[src/rtl/boa_uart_bus_bridge.sv]
// boa_uart_bus_bridge: turns UART byte commands into single 32-bit bus transactions
//   clk, rst                      clock, synchronous active-high reset
//   rx_data, rx_valid, rx_ready   command bytes from the receive FIFO
//   tx_data, tx_valid, tx_ready   response bytes to the transmit FIFO
//   addr, we, re, wdata           bus request (addr word-aligned)
//   rdata, ready                  bus response and completion flag
//   busy                          high whenever the bridge is not idle
module boa_uart_bus_bridge #(
    parameter int TIMEOUT = 100000
) (
    input  logic        clk,
    input  logic        rst,
    input  logic [7:0]  rx_data,
    input  logic        rx_valid,
    output logic        rx_ready,
    output logic [7:0]  tx_data,
    output logic        tx_valid,
    input  logic        tx_ready,
    output logic [31:0] addr,
    output logic [3:0]  we,
    output logic        re,
    output logic [31:0] wdata,
    input  logic [31:0] rdata,
    input  logic        ready,
    output logic        busy
);
    localparam int CW = $clog2(TIMEOUT + 1);
    typedef enum logic [2:0] {IDLE, ADDR, DATA, BUS, RESP} state_t;
    state_t        r_state;
    logic [1:0]    r_idx;
    logic [1:0]    r_last;
    logic          r_wr;
    logic          r_first;
    logic [31:0]   r_resp;
    logic [CW-1:0] r_idle;
    logic          w_rx_fire;
    logic          w_timeout;
    logic [1:0]    w_nidx;
    // bytes are only taken while a command is being collected; otherwise they wait upstream
    assign rx_ready  = r_state inside {IDLE, ADDR, DATA};
    assign busy      = r_state != IDLE;
    assign w_rx_fire = rx_valid && rx_ready;
    assign w_timeout = !w_rx_fire && r_idle == CW'(TIMEOUT - 1);
    assign w_nidx    = r_idx + 2'd1;
    always_ff @(posedge clk) begin
        if (rst) begin
            r_state  <= IDLE;
            r_idx    <= '0;
            r_last   <= '0;
            r_wr     <= 1'b0;
            r_first  <= 1'b0;
            r_resp   <= '0;
            r_idle   <= '0;
            addr     <= '0;
            wdata    <= '0;
            we       <= '0;
            re       <= 1'b0;
            tx_valid <= 1'b0;
            tx_data  <= '0;
        end else begin
            r_idle <= '0;
            case (r_state)
                IDLE: begin
                    r_idx  <= '0;
                    r_last <= '0;
                    if (w_rx_fire) begin
                        r_wr <= rx_data == 8'h57;
                        if (rx_data == 8'h57 || rx_data == 8'h52) r_state <= ADDR;
                        else begin
                            r_state  <= RESP;
                            tx_valid <= 1'b1;
                            tx_data  <= rx_data == 8'h3F ? 8'hB0 : 8'h15;
                        end
                    end
                end
                ADDR, DATA: begin
                    if (w_rx_fire) begin
                        r_idx <= w_nidx;
                        // little-endian assembly; address is forced word-aligned as it arrives
                        if (r_state == ADDR) addr[{r_idx, 3'b000} +: 8] <= r_idx == 2'd0 ? {rx_data[7:2], 2'b00} : rx_data;
                        else wdata[{r_idx, 3'b000} +: 8] <= rx_data;
                        if (r_idx == 2'd3 && r_state == ADDR && r_wr) r_state <= DATA;
                        else if (r_idx == 2'd3) begin
                            r_state <= BUS;
                            we      <= {4{r_wr}};
                            re      <= !r_wr;
                            r_first <= 1'b1;
                        end
                    end else if (w_timeout) r_state <= IDLE;
                    else r_idle <= r_idle + 1'b1;
                end
                BUS: begin
                    // ready seen in the first request cycle belongs to nobody and is ignored
                    r_first <= 1'b0;
                    if (ready && !r_first) begin
                        r_state  <= RESP;
                        we       <= '0;
                        re       <= 1'b0;
                        r_resp   <= rdata;
                        r_last   <= r_wr ? 2'd0 : 2'd3;
                        tx_valid <= 1'b1;
                        tx_data  <= r_wr ? 8'h06 : rdata[7:0];
                    end
                end
                RESP: begin
                    if (tx_ready) begin
                        if (r_idx == r_last) begin
                            r_state  <= IDLE;
                            tx_valid <= 1'b0;
                        end else begin
                            r_idx   <= w_nidx;
                            tx_data <= r_resp[{w_nidx, 3'b000} +: 8];
                        end
                    end
                end
                default: r_state <= IDLE;
            endcase
        end
    end
endmodule

[config.mk]
export PLATFORM = sky130hd
export DESIGN_NAME = boa_uart_bus_bridge
export DESIGN_NICKNAME = d
export VERILOG_FILES = /design/src/rtl/boa_uart_bus_bridge.sv
export SDC_FILE = /design/constraint.sdc
export NUM_CORES = 1
export LEC_CHECK = 0
export CORE_MARGIN = 2
export CORE_UTILIZATION = 47
export CTS_BUF_LIST = sky130_fd_sc_hd__clkbuf_2
export CTS_CLUSTER_DIAMETER = 30
export CTS_CLUSTER_SIZE = 12
export DETAILED_ROUTE_END_ITERATION = 10
export GPL_TIMING_DRIVEN = 0
export PLACE_DENSITY = 0.77
export SYNTH_ARGS = -nofsm -noshare
export SYNTH_HDL_FRONTEND = slang
export SYNTH_SLANG_ARGS = --single-unit
export TNS_END_PERCENT = 100
[constraint.sdc]
create_clock -name clk -period 2.08 [get_ports clk]
set_input_delay 0.416 -clock clk [delete_from_list [all_inputs] [get_ports clk]]
set_output_delay 0.416 -clock clk [all_outputs]
set_load 0.02 [all_outputs]
### Word-level counts from Yosys, hierarchy flattened

Index checks and enable logic that the tools add are counted.

| cells by class | value |
|---|---|
| eq/ne operators | 21 |
| mux-type cells | 48 |
| $add $sub $neg | 3 |
| shifts and indexed selects | 4 |
| reduce and logical (&&, ||, !) cells | 30 |
| bitwise gates (word level) | 2 |

Operators with widths:

| kind | count |
|---|---|
| $bwmux 32 | 2 |
| $shiftx 8x7->32 | 2 |
| $mux 8 | 7 |
| $shift 8x7->32 const A | 1 |
| $shiftx 32x6->8 | 1 |
| $mux 3 | 9 |
| $pmux 8 s3 | 1 |
| $ne 2x2->1 const B | 9 |
| $reduce_and 6->1 | 3 |
| $add 17x1->17 const B | 1 |
| $eq 17x17->1 const B | 1 |
| $eq 8x7->1 const B | 2 |
| $mux 4 | 4 |
| $mux 1 | 12 |
| $mux 2 | 6 |
| $pmux 3 s4 | 1 |
| $reduce_bool 3->1 | 4 |
| $eq 8x6->1 const B | 1 |
| $pmux 4 s2 | 1 |
| $reduce_and 4->1 | 2 |
| $neg 5->7 | 1 |
| $eq 3x2->1 const B | 2 |
| $pmux 2 s3 | 1 |
| $reduce_and 2->1 | 3 |
| 21 further kinds | 31 |

| word-level totals | value |
|---|---|
| output and inout port bits | 80 |
| word-level logic and storage cells | 121 |
| register bits | 136 |
| bits of input ports | 45 |

### Longest topological paths before layout

Gate-level depths: netlist of the first run.

| logic depth | value |
|---|---|
| depth after elaboration | 8 |
| mapped depth | 8 |
| depth with buffers taken out | 6 |

### Worst setup path before layout of the first run

No wires, ideal clock.

| path | value |
|---|---|
| path kind | register -> register |
| start | register r_idx[0] |
| end | register tx_data[4] |
| setup slack | 0.000 ns |
| path buffers | 2 |
| clock period less this slack | 2.080 ns |
| setup time | 0.129 ns |
| cell stages (with the launch flop) | 8 |
| arrival | 1.952 ns |
| required time | 1.951 ns |
| cells stage by stage | dfxtp_1 -> inv_1 -> ha_1 -> buf_2 -> buf_4 -> mux4_2 -> o22ai_1 -> o31ai_2 |

| on the way | value |
|---|---|
| longest elaborated chain between the ends | 5 |
| elaborated cells between the ends (all ways) | 8 |
| those cells by class | add/sub: 1; eq/ne: 2; shift: 1; mux: 3; reduce/logical: 1 |

Ends and longest elaborated chain:

| element | line | RTL |
|---|---|---|
| from (decl) | 30 | `logic [1:0] r_idx;` |
| from (signal assigned) | 78 | `r_idx <= w_nidx;` |
| from (signal assigned) | 111 | `r_idx <= w_nidx;` |
| $add 2x1->2 | 44 | `assign w_nidx = r_idx + 2'd1;` |
| $shiftx 32x6->8 | 112 | `tx_data <= r_resp[{w_nidx, 3'b000} +: 8];` |
| $mux 8 | 107 | `if (r_idx == r_last) begin` |
| $mux 8 | 106 | `if (tx_ready) begin` |
| $pmux 8 s3 | 62 | `case (r_state)` |
| to (signal assigned) | 72 | `tx_data <= rx_data == 8'h3F ? 8'hB0 : 8'h15;` |
| to (signal assigned) | 102 | `tx_data <= r_wr ? 8'h06 : rdata[7:0];` |
| to (signal assigned) | 112 |  |
| to (decl) | 16 | `output logic [7:0] tx_data,` |

Parallel ways exist; a longest one is shown, timed or not. The select of a mux whose other input is x is not followed.
A chain may end at the register's enable or synchronous reset.

### Worst setup path after layout of the first run

| path | value |
|---|---|
| start | register r_state[1] |
| end | output port busy |

| on the way | value |
|---|---|
| longest elaborated chain between the ends | 1 |

Ends and longest elaborated chain:

| element | line | RTL |
|---|---|---|
| from (decl) | 29 | `state_t r_state;` |
| from (signal assigned) | 47 | `r_state <= IDLE;` |
| from (signal assigned) | 68 | `if (rx_data == 8'h57 \|\| rx_data == 8'h52) r_state <= ADDR;` |
| from (signal assigned) | 70 | `r_state <= RESP;` |
| $reduce_bool 3->1 | 41 | `assign busy = r_state != IDLE;` |
| to (decl) | 25 | `output logic busy` |

No other way between the ends.

==> metrics, run 1 <==
sw frac=0.2970; fillcell total=1031; mean post-synth cell area=8.460 µm²; global-route wire length before repair=25680 µm; initial antenna violation count=1; critical path class=reg2out; post-layout util=0.6153; Worst Tran Pin Value=0.6359 ns; Final setup violation count=1; Worst setup SP type=flop; vias in the first global route=5254; crit-path cells=buf_12 -> or3_4 -> buf_6; minimum clock period=2.147 ns; Routed Wire Length=16180 µm; Slew Limit Headroom=0.5761; post-synthesis async set-or-reset flop share=0; required time worst endpoint=1.66 ns; predominant post-synthesis flop cell=dfxtp_1; sequential power share=0.581; internal power=0.003111 W; clk buf depth=2; worst path buffer plus inverter count=2; Synthesized Nets=729; CP arrival=1.73 ns; Max Cap Viol=0; total negative slack=-0.06718 ns; DRT iter0 DRCs=415; clock net sink count=132; # port buffers=116; Slowest cell on crit path=or3_4; Routed Antenna Nets=0; Row Count=40; flops & latches, synth=132; Skew-Pair Late Insertion Delay=0.71 ns; placed cell area=7091 µm²; register area share after synthesis=0.4600; fmax=465.7 MHz; DP HPWL=11790 µm; DR pass1 iterations=8; Critical Path Sink Type=primary output; Syn Inst Count=679; Layout Nets=871; Gate power share=0.116; IO Count=125; area grow syn2layout=28.12%; Core Region=11960 µm²; hold buffers post-CTS=0; final instance area=7360 µm²; height of the die=114.6 µm; Synth Warn #=0; Worst-path clk slew=0.22 ns; Final Hold Violating Endpoints=0; P_leak=2.965 nW; critical path's largest stage delay=0.38 ns; GP Congestion=0.8811; Post-synth EDFFs=0; final worst path period share=1.032; Crit path max-delay family=simple AND/OR/NAND/NOR gates; htree depth=4; Psw=0.001314 W; RSZ-0062 raised after global routing=yes; worst hold-check path type=in2reg; grt ovf=0; fin. max-slew vios=0; synth unique cells=57; critical path fanouts, max=18; routed len/inst=16.50 µm; Clock power frac=0.303; most frequent cells in the layout=nand2_1, dfxtp_1, a21oi_1; VDD IR max=0.4228 mV; PwrDens=601.3 nW/µm²; Synth Cell Area=5744 µm²; final worst clock skew=0.03335 ns; DRC Markers=0; CTS tree=yes; die area=13120 µm²; total CTS buffers=17; share of cells above drive strength 1=0.1333; vias per cell=5.574; Starting Density=0.4802; total track usage=0.2476; failing checks=setup timing; setup ws final=-0.06718 ns; vias post-DR=5468; status=finished, violations left; pre-CTS WS=-0.4635 ns; Root Driver=clkbuf_2; largest net degree at the start of global routing=20; Die W=114.6 µm; leading cell type in the layout, fill and taps excluded=nand2_1
-- cells by family after synthesis --
| logic type | after synthesis | synth area share |
|---|---|---|
| adders and majority gates | 6 | 0.01263 |
| xor gates and xnor gates | 17 | 0.02592 |
| muxes | 13 | 0.04030 |
| AOI/OAI and AO/OA | 139 | 0.1449 |
| buffers and inverters | 62 | 0.05227 |
| DFF | 132 | 0.4600 |
| and+or+nand+nor | 310 | 0.2640 |
-- metrics by stage --
stage | total power (W) | instances | hold slack [ns]
5_1_grt | 0.004579 | 981 | 0.01103
6_report | 0.004425 | 981 | 0.05853
4_1_cts | 0.004380 | 973 | 0.03823
3_5_place_dp | 0.003075 | 942 | 0.4473
3_3_place_gp | 0.003070 | 942 | 0.4416
2_1_floorplan | 0.002879 | 679 | 0.4331
-- routing by layer --
layer	global-route usage	up-vias	share of wire
li1	-	2635	-
met1	0.3027	2587	0.41
met2	0.4233	205	0.50
met3	0.05347	41	0.062
met4	0.1008	0	0.022
met5	0	-	0
-- tightest hold or removal path, stage by stage --
cell     delay, ns
buf_2         0.18
nand3_1       0.09
a21oi_1       0.06
-- registers in the layout (all words and copies together) (netlist names) --
signal    flops
r_first       1
tx_valid      1
re            1
wdata        32
r_last        1
tx_data       8
r_idle       17
r_state       3
r_resp       32
r_wr          1
we            1
addr         32
r_idx         2
-- worst paths after layout --
kind,from,end,slack (ns),depth (start not counted)
setup / recovery,r_state[1],busy,-0.07,3
hold / removal,rx_data[4],addr[12],0.06,3
setup reg to reg,r_idx[1],tx_data[0],0.08,7
hold reg to reg,addr[25],addr[25],0.46,2
-- cell usage after synthesis, drive strengths merged, types with 4 or more instances --
cell / n / share of area
dfxtp: 132 / 0.46
a21oi: 88 / 0.077
and2: 10 / 0.011
nor2: 45 / 0.031
clkbuf: 23 / 0.015
and3b: 4 / 0.0061
inv: 4 / 0.0026
nor3: 5 / 0.0061
a22oi: 15 / 0.020
nand3b: 7 / 0.0091
nor2b: 9 / 0.0098
buf: 35 / 0.035
o21ai: 13 / 0.011
and4: 4 / 0.0061
and3: 7 / 0.0085
nand4: 6 / 0.0091
nand3: 57 / 0.050
nand2b: 8 / 0.0087
nand2: 136 / 0.089
mux2i: 4 / 0.0070
mux4: 8 / 0.031
ha: 5 / 0.011
xor2: 14 / 0.021
-- layout make-up --
type	count	area, µm²	area share
buffer	54	314.1	0.04267
sequential	132	2658	0.3611
inverter	4	18.77	0.002550
timing repair buffer	127	1149	0.1561
clock inverter	14	107.6	0.01462
clock buffer	17	85.08	0.01156
multi-input combinational	485	2841	0.3861
tap	147	183.9	0.02499
antenna	1	2.502	0.0003400
-- power groups by stage --
stage	Sequential, W	Combinational, W	Clock, W
2_1_floorplan	0.00264	0.000242	0
3_3_place_gp	0.00262	0.000446	0
3_5_place_dp	0.00262	0.000451	0
4_1_cts	0.00257	0.000463	0.00135
5_1_grt	0.00257	0.000546	0.00146
6_report	0.00257	0.000513	0.00134
-- what timing repair did --
item / CTS / global route
resized for setup: 104 / 16
setup endpoints to repair: 123 / 18
pin swaps: 0 / 1
setup buffers: 3 / 8
(Power assumes the default switching activity.)
==> run 2: changes to the inputs <==
--- a/config.mk
+++ b/config.mk
@@ -5,6 +5,7 @@
 export SDC_FILE = /design/constraint.sdc
 export NUM_CORES = 1
 export LEC_CHECK = 0
+export ABC_CLOCK_PERIOD_IN_PS = 2080
 export CORE_MARGIN = 2
 export CORE_UTILIZATION = 47
 export CTS_BUF_LIST = sky130_fd_sc_hd__clkbuf_2
==> results of run 2 <==
No change in the layout: final DEF, timing and power equal those of run 1.
==> RTL edit, RTL diff (config.mk and constraints of run 1) <==
Set the parameter `TIMEOUT` to 200000 (it was 100000).
--- a/src/rtl/boa_uart_bus_bridge.sv
+++ b/src/rtl/boa_uart_bus_bridge.sv
@@ -6,7 +6,7 @@
 //   rdata, ready                  bus response and completion flag
 //   busy                          high whenever the bridge is not idle
 module boa_uart_bus_bridge #(
-    parameter int TIMEOUT = 100000
+    parameter int TIMEOUT = 200000
 ) (
     input  logic        clk,
     input  logic        rst,
Function: same outputs for any inputs over 4 cycles, from zero or initial values and one cycle with rst high; that may be too few to reach the edited logic, so the function may still have changed.
==> RTL edit against run 1 <==
The run still ends with negative setup slack left; area after synthesis fell by 1.6%; via count rose by 0.64%; total power fell by 0.66%; routed wire length rose by 1.5%; first-iteration DRC count rose by 17%; clock power fell by 4%; final area rose by 0.24%; setup slack improved by 0.040 ns; sequential cell count rose by 1; critical endpoint is now r_state[0]; largest power group unchanged.
==> RTL edit: results (changes against run 1) <==
P_leak: 2.94 nW (-0.93%)
FF/Latch Area: 2680 µm² (+0.75%)
GRT met3 Usage: 6.16% (+0.82 points)
Clock share of power: 29.1% (-1.2 points)
Status: finished, violations left
Crit path arrival time: 2.70 ns (+0.97 ns)
Initial antenna violation count: 0 (-1)
Wl on met1: 6760 µm (+0.67%)
Resized cells post-CTS: 117 (+13%)
Count of cell types in the netlist: 54 (-5.3%)
ANT cells: 0 (-1)
Multi-input gates: 482 (-0.62%)
Met2 wire len: 8150 µm (+0.48%)
FF+latch count: 133 (+0.76%)
Setup violations, final: 2 (+1)
Failing checks: negative setup slack
Worst Skew: 0.0426 ns (+0.00926 ns)
Port Buffer Count: 115 (-0.86%)
Final #Nets: 875 (+0.46%)
GR Util met1: 30.6% (+0.34 points)
Final WS setup: -0.0274 ns (+0.0398 ns)
Via count: 5503 (+0.64%)
Sw frac: 26.7% (-3.0 points)
Largest net degree at the start of global routing: 17 (-15%)
Worst rel slew slack: 41.8% (-16 points)
Crit. Startpoint: r_idx[0]
Synth area leaders: dfxtp_1, nand2_1, a21oi_1, nand3_1, nor2_1
WL final: 16400 µm (+1.5%)
Hold buffers post-CTS: 1 (+1)
Delay-heaviest family, CP: compound AO/OA/AOI/OAI gates
Share of cells above drive strength 1: 12.2% (-1.1 points)
CP endpoint: r_state[0]
CLK BUF: 21 (+4)
Combinational power: 0.529 mW (+3%)
RTL edit: stage by stage:
step,cells,cell area (µm²),util [%],power [mW]
after global routing,982,7380,62.2,4.58
after global placement,939,7000,59.0,3.09
after detailed placement,939,7000,59.0,3.09
after CTS,974,7200,60.7,4.35
final,982,7380,62.2,4.40
after floorplan,677,5670,-,2.90
RTL edit: logic make-up (layout without fill, tap and decap cells):
| family | after synthesis | in the layout | synth area share (%) |
|---|---|---|---|
| AND/OR/NAND/NOR | 311 | 311 | 25.7 |
| buffers and inverters | 62 | 220 | 4.82 |
| AO/OA/AOI/OAI | 134 | 134 | 14.1 |
| XOR/XNOR | 17 | 17 | 2.63 |
| multiplexers | 13 | 13 | 4.09 |
| flip-flops | 133 | 133 | 47.1 |
| adder cells (fa/ha/maj) | 7 | 7 | 1.50 |
RTL edit: worst register-to-register path, delay by kind of cell (launching register included):
kind	cells	cell delay (ns)
compound gates	3	0.78
flops	1	0.39
buf+inv	1	0.18
simple gates	1	0.36
mux	1	0.29
